File: config.mk
export PLATFORM = sky130hd
export DESIGN_NAME = simplespislave
export DESIGN_NICKNAME = d
export VERILOG_FILES = /design/src/rtl/simplespislave.sv
export SDC_FILE = /design/constraint.sdc
export NUM_CORES = 1
export LEC_CHECK = 0
export CORE_ASPECT_RATIO = 0.75
export CORE_UTILIZATION = 30
export DETAILED_ROUTE_END_ITERATION = 10
export DONT_BUFFER_PORTS = 1
export GPL_TIMING_DRIVEN = 0
export SLEW_MARGIN = 20
export SYNTH_ARGS = -nofsm -noshare
export SYNTH_HDL_FRONTEND = slang
export SYNTH_SLANG_ARGS = --single-unit
File: constraint.sdc
create_clock -name clk -period 2.3 [get_ports clk]
set_input_delay 0 -clock clk [delete_from_list [all_inputs] [get_ports clk]]
set_output_delay 0 -clock clk [all_outputs]
set_load 0.02 [all_outputs]
File: src/rtl/simplespislave.sv
// -----------------------------------------------------------------------------
// simplespislave
//   SPI mode-0 slave (CPOL=0, CPHA=0, MSB first, 8-bit frames) with an RX FIFO
//   and a TX FIFO. The CPU side uses one-cycle strobes. The SPI pins are
//   asynchronous to clk and are sampled through 2-flop synchronizers, so the
//   supported sck rate is clk/8 or slower.
//
// Ports
//   clk        system clock; all state changes on the rising edge
//   reset      synchronous, active-high reset
//   sck        SPI clock from the external master (asynchronous)
//   cs_n       SPI chip select, active low (asynchronous)
//   mosi       SPI data from the master (asynchronous)
//   miso       SPI data to the master; idles high while deselected
//   reg_tx_we  pulse: push reg_di[7:0] into the TX FIFO (ignored when full)
//   reg_rx_re  pulse: pop the RX FIFO head (ignored when empty)
//   reg_ctl_we pulse: [0] clear rx_overrun, [1] clear tx_underrun,
//              [2] flush both FIFOs
//   reg_di     CPU write data
//   reg_do     {19'b0, cs_active, tx_underrun, rx_overrun, tx_full,
//               rx_valid, rx_head}
//   irq        high while the RX FIFO holds data
// -----------------------------------------------------------------------------
module simplespislave #(
  parameter int FIFO_DEPTH = 4
) (
  input  logic        clk,
  input  logic        reset,
  input  logic        sck,
  input  logic        cs_n,
  input  logic        mosi,
  output logic        miso,
  input  logic        reg_tx_we,
  input  logic        reg_rx_re,
  input  logic        reg_ctl_we,
  input  logic [31:0] reg_di,
  output logic [31:0] reg_do,
  output logic        irq
);

  localparam int AW = $clog2(FIFO_DEPTH);
  typedef logic [AW:0] ptr_t;  // one extra wrap bit to tell full from empty

  // After reset the slave must first see cs_n high before it accepts a
  // falling edge; otherwise a master still holding cs_n low through reset
  // would look like a brand-new frame.
  typedef enum logic [1:0] {
    ST_UNARMED,
    ST_IDLE,
    ST_XFER
  } state_t;

  state_t      state;
  logic [1:0]  sck_sync, cs_sync, mosi_sync;
  logic        sck_d, cs_d;
  logic [1:0]  sync_fill;  // marks when the synchronizers hold real pin data
  logic [2:0]  bit_cnt;
  logic [7:0]  rx_shift, tx_shift, tx_shift_nxt;
  logic        rx_overrun, tx_underrun;

  logic [7:0]  rx_mem [FIFO_DEPTH];
  logic [7:0]  tx_mem [FIFO_DEPTH];
  ptr_t        rx_wr, rx_rd, tx_wr, tx_rd;

  // Synchronized pins and edge strobes.
  logic sck_s, cs_s, mosi_s;
  logic sck_rise, sck_fall, cs_fall, live;
  assign sck_s    = sck_sync[1];
  assign cs_s     = cs_sync[1];
  assign mosi_s   = mosi_sync[1];
  assign sck_rise = sck_s & ~sck_d;
  assign sck_fall = ~sck_s & sck_d;
  assign cs_fall  = (state == ST_IDLE) & cs_d & ~cs_s;
  assign live     = (state == ST_XFER) & ~cs_s;

  // FIFO status.
  logic rx_empty, rx_full, tx_empty, tx_full;
  assign rx_empty = (rx_wr == rx_rd);
  assign rx_full  = (rx_wr[AW] != rx_rd[AW]) && (rx_wr[AW-1:0] == rx_rd[AW-1:0]);
  assign tx_empty = (tx_wr == tx_rd);
  assign tx_full  = (tx_wr[AW] != tx_rd[AW]) && (tx_wr[AW-1:0] == tx_rd[AW-1:0]);

  // RX path: the 8th rising edge completes a byte.
  logic [7:0] rx_byte;
  logic       spi_push, rx_pop_ok, rx_push_ok, rx_drop;
  assign rx_byte    = {rx_shift[6:0], mosi_s};
  assign spi_push   = live & sck_rise & (bit_cnt == 3'd7);
  assign rx_pop_ok  = reg_rx_re & ~rx_empty;
  // A pop in the same cycle frees the slot, so a full FIFO still accepts.
  assign rx_push_ok = spi_push & (~rx_full | rx_pop_ok);
  assign rx_drop    = spi_push & rx_full & ~rx_pop_ok;

  // TX path: load on frame start and on the falling edge closing each byte.
  // The FIFO state is the registered one, so a CPU push in the same cycle as
  // a load of an empty FIFO is not bypassed: 0xFF goes out, the byte stays.
  logic       tx_load, tx_pop_ok, tx_starve, tx_push_ok;
  logic [7:0] tx_load_val;
  assign tx_load     = cs_fall | (live & sck_fall & (bit_cnt == 3'd0));
  assign tx_pop_ok   = tx_load & ~tx_empty;
  assign tx_starve   = tx_load & tx_empty;
  assign tx_push_ok  = reg_tx_we & ~tx_full;
  assign tx_load_val = tx_empty ? 8'hFF : tx_mem[tx_rd[AW-1:0]];

  // Control decode.
  logic clr_ovr, clr_und, flush;
  assign clr_ovr = reg_ctl_we & reg_di[0];
  assign clr_und = reg_ctl_we & reg_di[1];
  assign flush   = reg_ctl_we & reg_di[2];

  // NOTE: every variable assigned in always_comb gets a default first, so no
  // path through the block can leave it unassigned and infer a latch.
  always_comb begin
    tx_shift_nxt = tx_shift;
    if (tx_load)
      tx_shift_nxt = tx_load_val;
    else if (live && sck_fall)
      tx_shift_nxt = {tx_shift[6:0], 1'b0};
  end

  // NOTE: state is updated with non-blocking assignments so every flop samples
  // the pre-edge value of every other flop, independent of statement order.
  always_ff @(posedge clk) begin
    if (reset) begin
      sck_sync    <= 2'b00;
      cs_sync     <= 2'b11;
      mosi_sync   <= 2'b00;
      sck_d       <= 1'b0;
      cs_d        <= 1'b1;
      sync_fill   <= 2'b00;
      state       <= ST_UNARMED;
      bit_cnt     <= 3'd0;
      rx_shift    <= 8'h00;
      tx_shift    <= 8'h00;
      miso        <= 1'b1;
      rx_wr       <= '0;
      rx_rd       <= '0;
      tx_wr       <= '0;
      tx_rd       <= '0;
      rx_overrun  <= 1'b0;
      tx_underrun <= 1'b0;
    end else begin
      sck_sync  <= {sck_sync[0], sck};
      cs_sync   <= {cs_sync[0], cs_n};
      mosi_sync <= {mosi_sync[0], mosi};
      sck_d     <= sck_s;
      cs_d      <= cs_s;
      sync_fill <= {sync_fill[0], 1'b1};

      case (state)
        ST_UNARMED: if (sync_fill[1] && cs_s) state <= ST_IDLE;
        ST_IDLE:    if (cs_fall) state <= ST_XFER;
        ST_XFER:    if (cs_s) state <= ST_IDLE;
        default:    state <= ST_UNARMED;
      endcase

      // Deselect (including mid-byte) drops the partial byte and the count.
      if (!live) begin
        bit_cnt <= 3'd0;
      end else if (sck_rise) begin
        rx_shift <= rx_byte;
        bit_cnt  <= bit_cnt + 3'd1;
      end

      tx_shift <= tx_shift_nxt;
      // Registered from next-state values so miso tracks tx_shift with no lag.
      miso     <= (live | cs_fall) ? tx_shift_nxt[7] : 1'b1;

      if (flush) begin
        rx_wr <= '0;
        rx_rd <= '0;
        tx_wr <= '0;
        tx_rd <= '0;
      end else begin
        if (rx_push_ok) rx_wr <= rx_wr + ptr_t'(1);
        if (rx_pop_ok)  rx_rd <= rx_rd + ptr_t'(1);
        if (tx_push_ok) tx_wr <= tx_wr + ptr_t'(1);
        if (tx_pop_ok)  tx_rd <= tx_rd + ptr_t'(1);
      end

      // Sticky flags; a same-cycle set wins over a clear.
      rx_overrun  <= (rx_overrun  & ~clr_ovr) | rx_drop;
      tx_underrun <= (tx_underrun & ~clr_und) | tx_starve;
    end
  end

  // NOTE: FIFO storage has no reset; emptiness is defined by the pointers,
  // and the readback masks the head to 0x00 while the RX FIFO is empty.
  always_ff @(posedge clk) begin
    if (rx_push_ok) rx_mem[rx_wr[AW-1:0]] <= rx_byte;
    if (tx_push_ok) tx_mem[tx_wr[AW-1:0]] <= reg_di[7:0];
  end

  logic       rx_valid;
  logic [7:0] rx_head;
  assign rx_valid = ~rx_empty;
  assign rx_head  = rx_valid ? rx_mem[rx_rd[AW-1:0]] : 8'h00;
  assign irq      = rx_valid;
  assign reg_do   = {19'd0, ~cs_s, tx_underrun, rx_overrun, tx_full, rx_valid, rx_head};

  logic unused_di;
  assign unused_di = ^reg_di[31:8];

endmodule

==> impl_metrics.prom <==
# TYPE chip_impl_metric gauge
chip_impl_metric{name="placement.io_buffers",unit=""} 0
chip_impl_metric{name="initial_core_util",unit="%"} 30.8
chip_impl_metric{name="totalNegativeSetupSlack",unit="ns"} 0
chip_impl_metric{name="h-tree-depth",unit=""} 4
chip_impl_metric{name="final_wirelength",unit="mm"} 8.83
chip_impl_metric{name="clock_sink_count",unit=""} 113
chip_impl_metric{name="fin_nets",unit=""} 458
chip_impl_metric{name="number_of_cells_in_the_design_after_placement",unit=""} 577
chip_impl_metric{name="grt_use_met2",unit="%"} 19.2
chip_impl_metric{name="met3_usage",unit="%"} 3.91
chip_impl_metric{name="grt_first_pass_wirelength",unit="mm"} 14.6
chip_impl_info{name="cts_tree",value="yes"} 1
chip_impl_metric{name="worst_clock_skew",unit="ns"} 0.00837
chip_impl_metric{name="drc",unit=""} 0
chip_impl_metric{name="slew_headroom",unit="%"} 35.4
chip_impl_metric{name="grt_pass1_vias",unit=""} 2764
chip_impl_metric{name="yosysUniqueCellTypes",unit=""} 46
chip_impl_metric{name="cts_setup_buffers",unit=""} 0
chip_impl_metric{name="postSynthRegisterBits",unit=""} 113
chip_impl_info{name="grt.busiest_layer",value="met2"} 1
chip_impl_info{name="worstHoldEndpoint",value="sck_d$_SDFF_PP0_"} 1
chip_impl_metric{name="finish.cell_count_without_fillers",unit=""} 623
chip_impl_metric{name="finalSetupViolCount",unit=""} 0
chip_impl_metric{name="design.portCount",unit=""} 74
chip_impl_metric{name="period_minus_slack",unit="ns"} 2.02
chip_impl_metric{name="worst_ep_arrival_time",unit="ns"} 2.10
chip_impl_info{name="synth-main-ff-cell",value="edfxtp_1"} 1
chip_impl_metric{name="gpl.final_weighted_congestion",unit=""} 0.734
chip_impl_metric{name="postSynthAreaPerCell",unit="um2"} 13.2
chip_impl_metric{name="number_of_antenna_violations_at_the_first_check_in_global_routing",unit=""} 0
chip_impl_info{name="end_kind",value="flop"} 1
chip_impl_metric{name="grt_overflow_total",unit=""} 0
chip_impl_metric{name="numCtsBuffers",unit=""} 17
chip_impl_metric{name="min_delay_path_depth",unit=""} 2
chip_impl_metric{name="total_leakage_power",unit="nW"} 2.04
chip_impl_metric{name="share_of_post_route_cells_with_drive_strength_above_1",unit="%"} 20.6
chip_impl_metric{name="fillerInstances",unit=""} 1447
chip_impl_metric{name="finalCritPeriodShare",unit="%"} 87.7
chip_impl_metric{name="cts.clk_slew.worst_paths",unit="ns"} 0.05
chip_impl_info{name="worstHoldPathType",value="in -> reg"} 1
chip_impl_info{name="cts_root_buf",value="clkbuf_16"} 1
chip_impl_metric{name="grt_util_all_layers",unit="%"} 12.4
chip_impl_metric{name="gr-usage-met1",unit="%"} 16.1
chip_impl_metric{name="core_area",unit="mm2"} 0.0152
chip_impl_metric{name="tightest_slew",unit="ns"} 0.961
chip_impl_info{name="setup_repair_after_global_routing_missed_its_margin",value="no"} 1
chip_impl_metric{name="drt_iter0_markers",unit=""} 104
chip_impl_metric{name="syn_inst",unit=""} 354
chip_impl_metric{name="drt-pass1-iter-count",unit=""} 5
chip_impl_info{name="r2r-end",value="rx_mem[0][1]$_DFFE_PP_"} 1
chip_impl_metric{name="max_freq",unit="MHz"} 496
chip_impl_metric{name="slew_violations",unit=""} 0
chip_impl_metric{name="synth-edff-count",unit=""} 64
chip_impl_metric{name="synthToLayoutAreaGrowth",unit="%"} 22.7
chip_impl_metric{name="worst_r2r_path_depth",unit=""} 4
chip_impl_info{name="min-delay-start",value="reset"} 1
chip_impl_metric{name="via_count",unit=""} 2770
chip_impl_metric{name="ctsLongestPathBuffers",unit=""} 2
chip_impl_metric{name="via_per_inst",unit=""} 4.45
chip_impl_metric{name="post_synth_instance_area",unit="mm2"} 0.00469
chip_impl_metric{name="final-hold-violation-count",unit=""} 0
chip_impl_metric{name="worst-r2r-setup-slack",unit="ns"} 0.28
chip_impl_metric{name="maximum_number_of_pins_on_one_net_before_global_route_repair",unit=""} 17
chip_impl_metric{name="die_width",unit="um"} 146
chip_impl_metric{name="post_dp_cell_area",unit="mm2"} 0.00502
chip_impl_metric{name="power_density",unit="mW/mm2"} 842
chip_impl_metric{name="diodes",unit=""} 0
chip_impl_info{name="status",value="finished clean"} 1
chip_impl_metric{name="ys_async_sr_fraction",unit="%"} 0
chip_impl_metric{name="seq_area_frac_synth",unit="%"} 61.9
chip_impl_metric{name="holdWs",unit="ns"} 0.0452
chip_impl_info{name="start_kind",value="flop"} 1
chip_impl_metric{name="worstSkewPairLatency",unit="ns"} 0.40
chip_impl_metric{name="cp_max_fo",unit=""} 10
chip_impl_metric{name="yosys_warnings",unit=""} 0
chip_impl_metric{name="fp.dieH",unit="um"} 110
chip_impl_metric{name="fp-row-count",unit=""} 39
chip_impl_info{name="path_type_of_the_worst_setup_path",value="reg -> reg"} 1
chip_impl_metric{name="yosys.area.top_type_share",unit="%"} 41.0
chip_impl_info{name="worstReg2RegStart",value="state[1]$_SDFFE_PP0P_"} 1
chip_impl_metric{name="irDropWorstVdd",unit="mV"} 0.640
chip_impl_metric{name="fin_area",unit="mm2"} 0.00575
chip_impl_metric{name="ant_nets",unit=""} 0
chip_impl_metric{name="max_cap_viol_count",unit=""} 0
chip_impl_metric{name="routedWlPerCell",unit="um"} 14.2
chip_impl_metric{name="critPathRequiredTime",unit="ns"} 2.39
chip_impl_metric{name="area_enclosed_by_the_die_boundary",unit="mm2"} 0.0161
chip_impl_metric{name="place.detailed.hpwl",unit="mm"} 6.15
chip_impl_info{name="synthDominantAreaCellType",value="edfxtp_1"} 1
chip_impl_info{name="synth_area_leaders",value="edfxtp_1, dfxtp_1, mux4_2"} 1
==> power by group <==
group	switching, W	internal, W
Sequential	0.0000175	0.00216
Clock	0.000948	0.00153
Combinational	0.000108	0.0000745
Total	0.00107	0.00377
==> worst max-delay path: stages (launching register included) <==
cell and delay, ns:
dfxtp_1 0.45, nor3b_2 0.32, buf_2 0.27, and3_1 0.29, and3_2 0.37
==> per-stage QoR <==
stage / utilization [%] / worst slack, ns / total power, W
finish: 37.8 / 0.283 / 0.00484
global route: 37.8 / 0.0672 / 0.00503
CTS: 37.7 / 0.0524 / 0.00491
detailed placement: 33.0 / 0.0939 / 0.00238
global placement: 32.9 / -0.196 / 0.00237
floorplan: - / 0.471 / 0.00234
==> what timing repair did <==
| action | CTS | global route |
|---|---|---|
| resized for setup | 0 | 5 |
| endpoints found under the hold margin | 48 | 0 |
| setup endpoints to repair | 0 | 33 |
| hold buffers | 14 | 0 |
==> cells in the mapped netlist, types with 4 or more instances <==
| cell type | instances |
|---|---|
| xnor2_1 | 5 |
| inv_1 | 14 |
| mux4_2 | 16 |
| a21oi_1 | 24 |
| a22oi_1 | 7 |
| nand2_1 | 17 |
| nor3_1 | 4 |
| and3_1 | 5 |
| dfxtp_1 | 49 |
| clkbuf_1 | 9 |
| nand3_1 | 11 |
| o21ai_0 | 11 |
| ha_1 | 13 |
| buf_4 | 23 |
| xor2_1 | 6 |
| edfxtp_1 | 64 |
| nor2_1 | 14 |
| nor2b_1 | 17 |
| and2_1 | 4 |
==> flip-flops by register name (all words and copies together) (netlist names), named ones only <==
signal       cells
state            2
tx_wr            3
sck_d            1
rx_mem          32
cs_d             1
rx_rd            3
rx_wr            3
tx_underrun      1
tx_mem          32
miso             1
rx_overrun       1
cs_sync          2
tx_shift         8
rx_shift         7
tx_rd            3
mosi_sync        2
bit_cnt          3
sync_fill        2
sck_sync         2
==> cells by family (layout without fill, tap and decap cells) <==
kind of cell,after synthesis,in the layout,synth area share [%]
fa+ha+maj,13,13,3.47
flops,113,113,61.9
simple gates,91,91,11.1
compound gates,58,58,7.42
xor+xnor,11,11,2.06
mux,18,18,8.12
buf+inv,49,95,5.85
other cells,1,19,0.0800
==> metal layers <==
layer / share of wire [%] / wire (um)
met2: 45 / 3980
met3: 4.4 / 384
met5: 0 / 0
met4: 0.74 / 65
met1: 50 / 4400
==> worst max path at each step <==
stage	from	endpoint	slack, ns	cells past startpoint
5_1_grt	rx_wr[1]$_SDFFE_PP0P_	rx_mem[3][5]$_DFFE_PP_	0.07	3
2_1_floorplan	rx_wr[0]$_SDFFE_PP0P_	rx_mem[3][0]$_DFFE_PP_	0.47	3
6_report	state[1]$_SDFFE_PP0P_	rx_mem[0][1]$_DFFE_PP_	0.28	4
3_5_place_dp	state[1]$_SDFFE_PP0P_	rx_mem[0][2]$_DFFE_PP_	0.09	4
4_1_cts	rx_wr[1]$_SDFFE_PP0P_	reg_do[8]	0.05	4
3_3_place_gp	state[1]$_SDFFE_PP0P_	rx_mem[3][1]$_DFFE_PP_	-0.20	3
==> cell usage in the layout, fill, tap and decap left out, drive strengths merged, types with 6 or more instances in the layout <==
master,instances
nand2,17
inv,18
xor2,6
ha,13
o21ai,13
dfxtp,49
clkbuf,27
edfxtp,64
conb,19
a22oi,7
buf,26
nor2,14
mux4,16
nor2b,17
a21oi,24
clkinv,7
dlygate4sd3,14
nand3,11
==> layout make-up <==
cell class | instances | area, um2 | share of cell area [%]
timing repair buffer | 14 | 140 | 2.44
multi-input combinational | 210 | 1600 | 27.9
tap | 205 | 256 | 4.46
clock inverter | 14 | 133 | 2.31
sequential | 113 | 2900 | 50.5
clock buffer | 18 | 439 | 7.64
inverter | 14 | 52.6 | 0.914
buffer | 35 | 221 | 3.85
(Power assumes the default switching activity.)
